--- src/rtl/kv_arbiter.sv ---
// Round-robin arbiter that shares one key/value store among N_REQ bus masters,
// with a per-transaction watchdog that aborts and resets the store on a read miss.
module kv_arbiter #(
    parameter int N_REQ   = 4,
    parameter int TIMEOUT = 64
) (
    input  logic               sys_clk,
    input  logic               sys_rst_n,
    input  logic [N_REQ-1:0]   req_stb_i,
    input  logic [N_REQ-1:0]   req_we_i,
    input  logic [N_REQ-1:0]   req_adr_is_key_i,
    input  logic [N_REQ-1:0]   req_dat_is_key_i,
    input  logic [8*N_REQ-1:0] req_adr_i,
    input  logic [8*N_REQ-1:0] req_dat_i,
    output logic [N_REQ-1:0]   req_ack_o,
    output logic [N_REQ-1:0]   req_err_o,
    output logic [7:0]         req_dat_o,
    output logic               kv_stb_o,
    output logic               kv_cyc_o,
    output logic               kv_we_o,
    output logic               kv_adr_is_key_o,
    output logic               kv_dat_is_key_o,
    output logic [7:0]         kv_adr_o,
    output logic [7:0]         kv_dat_o,
    input  logic               kv_ack_i,
    input  logic [7:0]         kv_dat_i,
    output logic               kv_abort_o,
    output logic [N_REQ-1:0]   grant_o,
    output logic               busy_o
);

    localparam int PW = $clog2(N_REQ);
    localparam int CW = $clog2(TIMEOUT) + 1;

    typedef enum logic [2:0] {
        S_IDLE,
        S_ISSUE,
        S_RESP,
        S_ABORT,
        S_RECOVER
    } state_t;

    // Handshake: a requester raises req_stb_i and holds it until its own
    // one-cycle req_ack_o/req_err_o; the store side sees kv_stb_o held high
    // until kv_ack_i or the watchdog, with kv_* frozen for that whole window.
    state_t             state_q;
    logic [PW-1:0]      ptr_q;
    logic [CW-1:0]      cnt_q;
    logic [N_REQ-1:0]   grant_q;
    logic [N_REQ-1:0]   ack_q;
    logic [N_REQ-1:0]   err_q;
    logic [7:0]         rdat_q;
    logic               stb_q;
    logic               we_q;
    logic               adr_is_key_q;
    logic               dat_is_key_q;
    logic [7:0]         adr_q;
    logic [7:0]         dat_q;
    logic               abort_q;
    logic               busy_q;

    logic               win_vld_d;
    logic [PW-1:0]      win_idx_d;
    logic [N_REQ-1:0]   win_oh_d;
    logic               sel_we_d;
    logic               sel_adr_is_key_d;
    logic               sel_dat_is_key_d;
    logic [7:0]         sel_adr_d;
    logic [7:0]         sel_dat_d;

    // Scan starts one past the last winner so nobody wins twice while others wait.
    always_comb begin
        int            idx;
        logic [PW-1:0] idx_w;
        idx              = 0;
        idx_w            = '0;
        win_vld_d        = 1'b0;
        win_idx_d        = '0;
        win_oh_d         = '0;
        sel_we_d         = 1'b0;
        sel_adr_is_key_d = 1'b0;
        sel_dat_is_key_d = 1'b0;
        sel_adr_d        = '0;
        sel_dat_d        = '0;
        for (int k = 1; k <= N_REQ; k++) begin
            idx   = (int'(ptr_q) + k) % N_REQ;
            idx_w = PW'(idx);
            if (!win_vld_d && req_stb_i[idx_w]) begin
                win_vld_d = 1'b1;
                win_idx_d = idx_w;
            end
        end
        for (int i = 0; i < N_REQ; i++) begin
            if (win_idx_d == PW'(i)) begin
                win_oh_d[i]      = win_vld_d;
                sel_we_d         = req_we_i[i];
                sel_adr_is_key_d = req_adr_is_key_i[i];
                sel_dat_is_key_d = req_dat_is_key_i[i];
                sel_adr_d        = req_adr_i[8*i +: 8];
                sel_dat_d        = req_dat_i[8*i +: 8];
            end
        end
    end

    always_ff @(posedge sys_clk or negedge sys_rst_n) begin
        if (!sys_rst_n) begin
            state_q      <= S_IDLE;
            ptr_q        <= PW'(N_REQ - 1);
            cnt_q        <= '0;
            grant_q      <= '0;
            ack_q        <= '0;
            err_q        <= '0;
            rdat_q       <= '0;
            stb_q        <= 1'b0;
            we_q         <= 1'b0;
            adr_is_key_q <= 1'b0;
            dat_is_key_q <= 1'b0;
            adr_q        <= '0;
            dat_q        <= '0;
            abort_q      <= 1'b0;
            busy_q       <= 1'b0;
        end else begin
            ack_q   <= '0;
            err_q   <= '0;
            abort_q <= 1'b0;
            case (state_q)
                S_IDLE: begin
                    // The store drops strobes while its ACK is still high.
                    if (!kv_ack_i && win_vld_d) begin
                        state_q      <= S_ISSUE;
                        busy_q       <= 1'b1;
                        stb_q        <= 1'b1;
                        ptr_q        <= win_idx_d;
                        cnt_q        <= '0;
                        grant_q      <= win_oh_d;
                        we_q         <= sel_we_d;
                        adr_is_key_q <= sel_adr_is_key_d;
                        dat_is_key_q <= sel_dat_is_key_d;
                        adr_q        <= sel_adr_d;
                        dat_q        <= sel_dat_d;
                    end
                end
                S_ISSUE: begin
                    cnt_q <= cnt_q + 1'b1;
                    if (kv_ack_i) begin
                        rdat_q  <= kv_dat_i;
                        stb_q   <= 1'b0;
                        ack_q   <= grant_q;
                        state_q <= S_RESP;
                    end else if (cnt_q == CW'(TIMEOUT - 1)) begin
                        rdat_q  <= '0;
                        stb_q   <= 1'b0;
                        err_q   <= grant_q;
                        abort_q <= 1'b1;
                        state_q <= S_ABORT;
                    end
                end
                S_RESP: begin
                    grant_q <= '0;
                    busy_q  <= 1'b0;
                    state_q <= S_IDLE;
                end
                S_ABORT: begin
                    grant_q <= '0;
                    cnt_q   <= '0;
                    state_q <= S_RECOVER;
                end
                S_RECOVER: begin
                    // Two quiet cycles let the store walk out of its own reset.
                    if (cnt_q == CW'(1)) begin
                        busy_q  <= 1'b0;
                        state_q <= S_IDLE;
                    end else begin
                        cnt_q <= cnt_q + 1'b1;
                    end
                end
                default: begin
                    state_q <= S_IDLE;
                end
            endcase
        end
    end

    assign req_ack_o       = ack_q;
    assign req_err_o       = err_q;
    assign req_dat_o       = rdat_q;
    assign kv_stb_o        = stb_q;
    assign kv_cyc_o        = stb_q;
    assign kv_we_o         = we_q;
    assign kv_adr_is_key_o = adr_is_key_q;
    assign kv_dat_is_key_o = dat_is_key_q;
    assign kv_adr_o        = adr_q;
    assign kv_dat_o        = dat_q;
    assign kv_abort_o      = abort_q;
    assign grant_o         = grant_q;
    assign busy_o          = busy_q;

    a_grant_onehot0 : assert property (@(posedge sys_clk) disable iff (!sys_rst_n)
        $onehot0(grant_q));
    a_stb_owned : assert property (@(posedge sys_clk) disable iff (!sys_rst_n)
        stb_q |-> (busy_q && grant_q != '0));

endmodule
--- config.mk ---
export PLATFORM = sky130hd
export DESIGN_NAME = kv_arbiter
export DESIGN_NICKNAME = d
export VERILOG_FILES = /design/src/rtl/kv_arbiter.sv
export SDC_FILE = /design/constraint.sdc
export NUM_CORES = 1
export LEC_CHECK = 0
export ABC_AREA = 1
export CORE_MARGIN = 8
export CORE_UTILIZATION = 35
export DETAILED_ROUTE_END_ITERATION = 16
export PLACE_DENSITY = 0.67
export SETUP_SLACK_MARGIN = 0.3
export SYNTH_ARGS = -nofsm -noshare
export SYNTH_HDL_FRONTEND = slang
export SYNTH_SLANG_ARGS = --single-unit
--- constraint.sdc ---
create_clock -name sys_clk -period 2.1 [get_ports sys_clk]
set_input_delay 0.63 -clock sys_clk [delete_from_list [all_inputs] [get_ports sys_clk]]
set_output_delay 0.63 -clock sys_clk [all_outputs]
set_load 0.02 [all_outputs]
After elaboration in Yosys (flattened, before gate mapping) --
Cells that the tools add are included.
Operators by class: $add $sub $neg 5, multiplexer cells 66, reductions and logical operators 23, equality and inequality tests 13, order comparisons 4
Operators by type and width (count):
- 2-to-1 mux 8 bit | 10
- 2-to-1 mux 1 bit | 31
- one-hot mux 7 bit (4 select lines) | 1
- 2-to-1 mux 4 bit | 6
- 2-to-1 mux 7 bit | 2
- less-than comparator 2 x 3 -> 1 bit, second input constant | 4
- 2-to-1 mux 3 bit | 4
- one-hot mux 3 bit (4 select lines) | 1
- AND reduction 3 bit | 4
- binary-select mux 1 bit (select 2 bit) | 4
- 2-to-1 mux 2 bit | 4
- one-hot mux 4 bit (2 select lines) | 1
- adder 7 x 1 -> 7 bit, second input constant | 1
- == test 7 x 1 -> 1 bit, second input constant | 1
- == test 7 x 6 -> 1 bit, second input constant | 1
- == test 3 x 2 -> 1 bit, second input constant | 2
- != test 2 bit, second input constant | 3
- AND reduction 2 bit | 3
- nonzero test 2 bit | 3
- adder 2 x 1 -> 2 bit, second input constant | 2
- adder 2 bit, second input constant | 2
- == test 2 bit, second input constant | 2
- logical AND 1 bit | 4
- logical NOT 1 bit | 4
- other kinds (11) | 11
Word-level totals: bits of input ports 91, output and inout port bits 43, logic and storage cells 126, register bits after elaboration 54

Depth between registers and ports, before layout --
Gate-level depths: netlist of run 1.
depth in word-level cells 18, depth in mapped cells 16, gate-level depth less buffers 15

Least setup slack after synthesis of run 1 --
No wires, ideal clock.
kind reg-to-reg, from register ptr_q[0], to register adr_q[1], in the netlist kv_adr_o[1], data required time 1.984 ns, setup time 0.116 ns, buffers on the path 2, period minus slack after synthesis 1.900 ns, arrival 1.784 ns, cell stages (with the launch flop) 16, slack 0.200 ns, cell sequence dfstp_2 -> buf_6 -> inv_4 -> nand2_1 -> nand2_1 -> nand2_1 -> nand2_2 -> nor2_4 -> nand4_1 -> nand3_4 -> buf_4 -> nand3b_1 -> nand2_1 -> inv_1 -> nand2_1 -> nand2_1
On the way: longest elaborated chain between the ends 18, elaborated cells between the ends (all ways) 36, classes of those cells 4 x add/sub; 3 x eq/ne; 20 x mux; 9 x reduce/logical
RTL lines:
- start, declared | RTL line 47 | logic [PW-1:0] ptr_q;
- start signal, assigned | RTL line 108 | ptr_q <= PW'(N_REQ - 1);
- start signal, assigned | RTL line 133 | ptr_q <= win_idx_d;
- adder 2 x 1 -> 2 bit | RTL line 86 | idx = (int'(ptr_q) + k) % N_REQ;
- binary-select mux 1 bit (select 2 bit) | RTL line 88 | if (!win_vld_d && req_stb_i[idx_w]) begin
- 2-to-1 mux 1 bit (implied by the code) | RTL line 88
- 2-to-1 mux 1 bit | RTL line 88
- logical NOT 1 bit | RTL line 88
- logical AND 1 bit | RTL line 88
- 2-to-1 mux 1 bit | RTL line 88
- logical NOT 1 bit | RTL line 88
- logical AND 1 bit | RTL line 88
- 2-to-1 mux 1 bit | RTL line 88
- logical NOT 1 bit | RTL line 88
- logical AND 1 bit | RTL line 88
- 2-to-1 mux 2 bit | RTL line 88
- logical NOT 2 bit | RTL line 94 | if (win_idx_d == PW'(i)) begin
- 2-to-1 mux 8 bit (4 in series) | RTL line 94
- end signal, assigned | RTL line 139 | adr_q <= sel_adr_d;
- end, declared | RTL line 57 | logic [7:0] adr_q;
Several ways; a longest one is shown, not always the timed one. The select of a mux whose other input is x is not followed. A chain may end at the register's enable or synchronous reset.

Worst setup path after layout of run 1 --
from register ptr_q[0], to register dat_is_key_q, in the netlist kv_dat_is_key_o
On the way: longest elaborated chain between the ends 18, elaborated cells between the ends (all ways) 36, classes of those cells 4 x add/sub; 3 x eq/ne; 20 x mux; 9 x reduce/logical
RTL lines:
- adder 2 x 1 -> 2 bit | RTL line 86
- binary-select mux 1 bit (select 2 bit) | RTL line 88
- 2-to-1 mux 1 bit (implied by the code) | RTL line 88
- 2-to-1 mux 1 bit | RTL line 88
- logical NOT 1 bit | RTL line 88
- logical AND 1 bit | RTL line 88
- 2-to-1 mux 1 bit | RTL line 88
- logical NOT 1 bit | RTL line 88
- logical AND 1 bit | RTL line 88
- 2-to-1 mux 1 bit | RTL line 88
- logical NOT 1 bit | RTL line 88
- logical AND 1 bit | RTL line 88
- 2-to-1 mux 2 bit | RTL line 88
- logical NOT 2 bit | RTL line 94
- 2-to-1 mux 1 bit (4 in series) | RTL line 94
- end signal, assigned | RTL line 138 | dat_is_key_q <= sel_dat_is_key_d;
- end, declared | RTL line 56 | logic dat_is_key_q;
Several ways; a longest one is shown, not always the timed one. The select of a mux whose other input is x is not followed.

==> results.txt, run 1 <==
* Outcome: finished, violations left
* Violations in the final reports: negative setup slack
- CP Launch Point: ptr_q[0]
- The cell count after synthesis came out at 458.
* Power per standard cell area: 2080 mW/mm²
- Layout cell share with drive strength beyond 1: 26.9%
- After detailed routing, the number of remaining DRC violations is 0.
- Clock latency on the worst-skew pair, taken at its later pin, is 0.31 ns.
* Dominant combinational cell family by area after synthesis: simple AND/OR/NAND/NOR gates
- After routing, the total negative slack on setup checks comes to -5.27 ns.
* Most frequent CP cell: nand2_4
- The critical path in this run is classified as reg -> reg.
- Stage delay of the slowest cell on the critical path: 0.61 ns
- Global-route wire length before repair: 19300 µm
- Along the worst path, the maximum fanout reaches 8.
- Via count of the first global-routing pass: 3970
- The routed design could run at a clock period as short as 2.37 ns.
- Effective utilization at floorplan: 36.0%
- Counting cells, the worst reg-to-reg path comes to 17.
* I/O Pins: 134
* Mapped cell area: 0.00333 mm²
- Of all cell types, the one taking the most synthesized area is dfrtp_1.
* CTS tree: yes
- Global placer's final weighted congestion: 0.813
- CTS Sinks: 54
- CTS built an H-tree with a depth of 2.
* Endpoint required time on the critical path: 2.31 ns
- After Yosys synthesis, full adders, half adders and majority gates account for 0.752% of the synthesized area.
- Worst slew margin: 74.0%
* Synthesized-area fraction occupied by and/or/nand/nor cells: 37.4%
- The worst path uses 113% of the clock period.
* CTS Root Cell: clkbuf_8
* Vias: 3790
- The largest individual stage delay along the critical path comes from the cell dfstp_2.
- A synthesized cell averages 7.27 µm².
* Largest net degree at the start of global routing: 29
- After detailed routing, the number of vias per cell comes to 4.89.
* Setup slack of the critical path after layout: -0.274 ns
- Ranked by total cell area, the synthesized netlist is headed by dfrtp_1 39%, nand2_1 17%, nand3_1 11%.
- After detailed routing, the total wire length is 12800 µm.
- Grt ovf: 0
- Worst path cell trace: inv_6 > nand2_2 > nand2_4 > nand2_4 > nand2_4 > nor2_4 > nand4_1 > buf_4 > buf_6 > inv_4 > nor2_4 > buf_6 > buf_16 > nand3_1 > nand3_1 > nand2_1 > nand2_1
* Average wire length per cell after detail routing: 16.5 µm
- The die covers 0.0129 mm².
- Largest clock skew in the final design: 0.00843 ns
* Final hold vios: 0
* Largest vdd supply drop: 1180 µV
- The die is 114 µm wide.
* CP Data Arrival Time: 2.59 ns
- Yosys printed 0 warnings.
- In the layout the commonest cells are 107 x nand2_1, 85 x clkdlybuf4s50_1, 57 x nand3_1.
* Total buffers and inverters traversed by the critical path: 6
- Number of placement rows: 35
- Maximum root-to-sink buffer count: 2
- Net count of the mapped netlist: 551
* Mux contribution to synthesized area: 0%
- Hold Path Class: in -> async
- Detailed Routing Iterations Pass 1: 4
- Of the total synthesized cell area, the portion taken by XOR and XNOR cells is 0.789%.
- Setup violations remaining at the end of the flow were counted as 25.
* Dominant delay contributor by cell family on the critical path: simple AND/OR/NAND/NOR gates
* Nature of the critical path startpoint: flop
- In this run the critical register-to-register path is captured at kv_dat_is_key_o.
- Maximum achievable frequency: 421 MHz
- Initial antenna violation count: 0
- RSZ-0062 raised after global routing: yes
- Of the post-synthesis cell area, the dominant cell type holds 39.1%.
- Most common cell after layout, fill and taps aside: nand2_1
- Yosys mapped the design onto 34 distinct sky130hd cell types.
- Once detail routing completed, the nets flagged for antenna violations numbered 0.
- Crit end category: flop
- TritonCTS created 5 clock buffers.
- Measured along the y axis, the die boundary spans 114 µm.
- The worst register-to-register path begins at ptr_q[0].
- The max-slew violation total from the final report is 0.
- Summed over all nets, the half-perimeter wirelength after detailed placement is 8220 µm.
- After synthesis the netlist holds a flip-flop and latch count of 54.
- Worst hold margin: 0.305 ns
- For this run, the number of standard cells in the final layout without fillers is 775.
- Setup slack on the worst flop-to-flop path: -0.27 ns
- Leak pwr: 3.07 nW
- In this run the tool buffered the top-level ports with 133 buffer cells.
* Number of placed cells counting well taps: 718
- Max-cap viol count: 0
- Number of nets in the finished design: 738
- The synthesized netlist devotes 9.66% of its cell area to compound gates.
- Inserted Diodes: 0
- Clock-pin slew was measured on the worst setup and hold paths at 0.11 ns.
* Floorplan Core Area: 0.00924 mm²
- Area growth from synthesis to layout: 84.2%
- Aggregate global-route resource usage: 18.4%
- For the pin with the worst max-slew slack, the measured transition is 0.388 ns.
- Portion of the post-synthesis area used by sequential elements: 40.7%
- Violation count after the first detailed-route iteration: 224
- Critical Path Stages: 17
[cell usage after synthesis, drive strengths merged]
cell      n
a21oi     7
a22oi     1
buf      20
clkbuf    4
dfrtp    52
dfstp     2
ha        2
inv      52
nand2   151
nand3    73
nand3b   18
nand4     2
nor2     26
nor3      2
nor4      1
o21ai    24
o21bai   15
o22ai     2
o31ai     1
xnor2     2
xor2      1
[layer usage]
layer | up-vias | track usage [%] | wire length (µm)
met2 | 155 | 31.9 | 6190
met1 | 1773 | 21.5 | 5220
met4 | 0 | 3.82 | 212
met3 | 15 | 6.08 | 1180
li1 | 1847 | - | -
met5 | - | 0 | 0
[flip-flops by register name, summed over array words and instances (netlist names)]
| name | cells |
|---|---|
| kv_abort_o | 1 |
| kv_cyc_o | 1 |
| req_err_o | 4 |
| kv_we_o | 1 |
| kv_adr_is_key_o | 1 |
| ptr_q | 2 |
| state_q | 3 |
| kv_dat_o | 8 |
| req_dat_o | 8 |
| cnt_q | 7 |
| busy_o | 1 |
| kv_adr_o | 8 |
| kv_dat_is_key_o | 1 |
| req_ack_o | 4 |
| grant_o | 4 |
[kinds of logic (layout without fill, tap and decap cells)]
logic type | after synthesis | in the layout
AO/OA/AOI/OAI | 50 | 50
XOR/XNOR | 3 | 3
adder cells (fa/ha/maj) | 2 | 2
buffers and inverters | 76 | 264
flip-flops | 54 | 54
AND/OR/NAND/NOR | 273 | 273
[worst max path at each step]
| stage | slack (ns) | endpoint |
|---|---|---|
| after floorplan | 0.24 | kv_adr_o[0] |
| after global placement | -0.40 | kv_adr_o[6] |
| after detailed placement | -0.44 | kv_dat_o[6] |
| after CTS | -0.05 | kv_dat_is_key_o |
| after global routing | -0.36 | kv_adr_o[0] |
| final | -0.27 | kv_dat_is_key_o |
[what timing repair did]
| item | in CTS | in global routing |
|---|---|---|
| gates cloned | 8 | 2 |
| hold buffers | 0 | 0 |
| endpoints found under the setup margin | 78 | 43 |
| gates resized for setup | 141 | 46 |
| buffers inserted | 26 | 13 |
| pin swaps | 25 | 23 |
[stage by stage]
step	power [mW]	setup slack [ns]	util, %	instance area (µm²)
floorplan	5.81	0.240	-	3390
global placement	7.71	-0.405	53.6	4950
detailed placement	7.81	-0.439	53.6	4950
CTS	11.3	-0.0485	62.4	5760
global route	13.5	-0.361	66.4	6130
finish	12.8	-0.274	66.4	6130
[report_power, final]
| part | switching (mW) | internal (mW) | total [mW] |
|---|---|---|---|
| Combinational | 5.18 | 5.25 | 10.4 |
| Sequential | 0.257 | 1.45 | 1.71 |
| Clock | 0.373 | 0.248 | 0.621 |
| Total | 5.81 | 6.95 | 12.8 |
[cell type report]
type	instances	area, µm²
clock buffers	5	68.8
multi-input cells	328	2040
clock inverters	3	28.8
fillers	742	3110
well taps	129	161
inverters	52	213
repair buffers	204	2270
flip-flops and latches	54	1350
No activity file was read; power rests on OpenSTA's default activity.
==> run 2, diff against run 1 <==
- CORE_UTILIZATION: 35 -> 44
- PLACE_DENSITY: 0.67 -> 0.81
- clock period: 2.1 -> 2.58 ns (I/O delays scaled with it)
==> results.txt, run 2 (synthesized netlist as in run 1, its figures left out) <==
- Outcome: finished clean
* Total buffers and inverters traversed by the critical path: 4
- CTS Root Cell: clkbuf_8
- Number of cells on the worst reg-to-reg path: 14
- The clock passes through at most 2 buffers.
* Minimum clock period after layout: 2.22 ns
- Once detailed placement completed, the half-perimeter wirelength came to 8130 µm.
- Vias: 3666
- The kind of cell with the highest combined delay along the critical path is simple AND/OR/NAND/NOR gates.
* Violation count after the first detailed-route iteration: 159
* Final hold vios: 0
* Floorplan Core Area: 0.00729 mm²
- STA classifies the critical path endpoint as a flop.
- Post-DRT Antenna Nets: 0
- Worst r2r dst: kv_dat_o[5]
- Maximum achievable frequency: 451 MHz
- In the layout the commonest cells are 132 x nand2_1, 128 x clkdlybuf4s50_1, 68 x nand3_1.
- Most frequent CP cell: nand2_1
- The max-slew violation total from the final report was 0.
- Global placer's final weighted congestion: 0.852
- Summing all placed instances gives a cell area of 0.00482 mm².
- The repair_antennas step left the layout with diodes totalling 0.
- Number of cells on the worst hold path: 2
* Die Height: 103 µm
- Drt total wl: 11800 µm
- Largest clock skew in the final design: 0.0109 ns
* Detailed Routing Iterations Pass 1: 5
- Filler cell count in the final layout: 529
- Effective utilization at floorplan: 45.6%
* Die area: 0.0106 mm²
- Reg-to-Reg Start: ptr_q[0]
- At the pin with the least slew margin, the transition time is 0.678 ns.
- CP Data Arrival Time: 2.48 ns
* Worst Hold Path EP: kv_adr_o[1]
- Place WS: -0.127 ns
- The initialized floorplan defines 31 standard-cell rows.
* Period Utilization, post-route: 85.9%
* Setup slack on the worst flop-to-flop path: 0.36 ns
- Hold Path Class: reg -> reg
- The H-tree was split into 2 levels.
* RSZ-0062 raised after global routing: no
- Worst slew margin: 54.8%
- Final standard cell area without fillers: 0.00536 mm²
- The first global-routing pass estimated 16900 µm of wire.
- The analysis attributes to cell leakage a power of 2.60 nW.
* Power per standard cell area: 1520 mW/mm²
* Largest vdd supply drop: 837 µV
- Traced cell by cell, the critical path runs through buf_12 > nand2_1 > nand2_2 > nand2_1 > nand2_2 > inv_2 > nand4_1 > inv_1 > nor2_4 > clkbuf_16 > nand3_1 > nand3_1 > nand2_1 > nand2_1.
* Layout cell share with drive strength beyond 1: 14.2%
- Buffers added on ports: 133
- Number of nets in the finished design: 704
* Via count of the first global-routing pass: 3666
- The library cell used most frequently in the layout, excluding fill and tap cells, is nand2_1.
* Avg Vias per Cell: 5.16
- Clock tree synthesis inserted a total of 5 buffers.
- Startpoint-to-endpoint class of the critical path: reg -> reg
- Initial antenna violation count: 0
- Nature of the critical path startpoint: flop
- Setup slack of the critical path after layout: 0.364 ns
* I/O Pins: 134
- Aggregate global-route resource usage: 20.1%
- Number of endpoints failing setup at the final stage: 0
- CTS tree: yes
* Stage delay of the slowest cell on the critical path: 0.61 ns
- In the routed design, unresolved DRC markers number 0.
* Worst Path Max Fanout: 6
* Launch instance of the worst min-delay path: kv_adr_o[1]
- Worst-skew pair later-pin latency: 0.31 ns
- Max-cap viol count: 0
* Final design utilization: 73.5%
- Grt ovf: 0
- In this run the horizontal extent of the chip is 103 µm.
- Average wire length per cell after detail routing: 16.5 µm
- From synthesis to final layout, the design area changed by 61.1%.
- Largest net degree at the start of global routing: 55
* Endpoint required time on the critical path: 2.84 ns
- The slowest stage of the critical path belongs to the cell dfstp_2.
- CTS Sinks: 54
- Clock-pin slew reported for the worst setup and hold paths after clock tree synthesis: 0.11 ns
-- run 2: cell count changes in the layout (fill, tap and decap cells not counted), moves of 11 or more --
cell	before	now
nand2_1	107	132
dlygate4sd2_1	47	0
clkdlybuf4s50_1	85	128
buf_4	26	15
nand3_1	57	68
buf_6	17	6
nand2_4	22	3
-- run 2: repair_timing --
item                                    in CTS  in global routing
resized for setup                            9                 32
gates cloned                                 0                  9
pin swaps                                    7                 14
endpoints found under the setup margin      14                 28
buffers inserted                             2                  7
hold buffers                                 0                  0
hold endpoints to repair                     0                  0
-- run 2: worst max path at each step --
stage                        endpoint    startpoint  cells after the start
after global routing      kv_dat_o[5]      ptr_q[0]                     14
after CTS                 kv_adr_o[4]  req_stb_i[3]                     13
after floorplan           kv_adr_o[1]  req_stb_i[2]                     13
final                     kv_dat_o[5]      ptr_q[0]                     14
after global placement    kv_adr_o[5]  req_stb_i[2]                     14
after detailed placement  kv_adr_o[4]  req_stb_i[2]                     13
-- run 2: worst register-to-register path, cell delays in order, from the launching register on --
cell and delay (ns):
dfstp_2 0.61, buf_12 0.13, nand2_1 0.06, nand2_2 0.09, nand2_1 0.09, nand2_2 0.12
inv_2 0.07, nand4_1 0.17, inv_1 0.10, nor2_4 0.23, clkbuf_16 0.20, nand3_1 0.07
nand3_1 0.09, nand2_1 0.07, nand2_1 0.07
-- run 2: cell type report --
cell class	count	area, µm²	share of cell area (%)
Multi-Input combinational cell	328	1730	32.2
Timing Repair Buffer	170	1870	34.8
Inverter	52	198	3.69
Tap cell	99	124	2.31
Sequential cell	54	1350	25.3
Clock buffer	5	68.8	1.28
Clock inverter	3	23.8	0.444
-- run 2: through the flow --
stage	instances	TNS [ns]	hold slack [ns]	power, mW
6_report	711	0	0.495	8.17
5_1_grt	711	0	0.516	8.77
4_1_cts	695	0	0.492	6.76
3_5_place_dp	685	-1.21	0.465	6.16
3_3_place_gp	685	-0.215	0.462	6.03
2_1_floorplan	458	0	0.478	4.60
-- run 2: report_power, final --
| group | switching [mW] | internal (mW) | total, mW |
|---|---|---|---|
| logic | 3.35 | 2.93 | 6.28 |
| registers | 0.219 | 1.18 | 1.40 |
| clock network | 0.296 | 0.195 | 0.491 |
-- run 2: routing by layer --
layer	part of all wire, %	track usage, %
met1	38	21.9
met2	49	34.9
met3	9.9	8.58
met4	2.5	5.45
met5	0	0
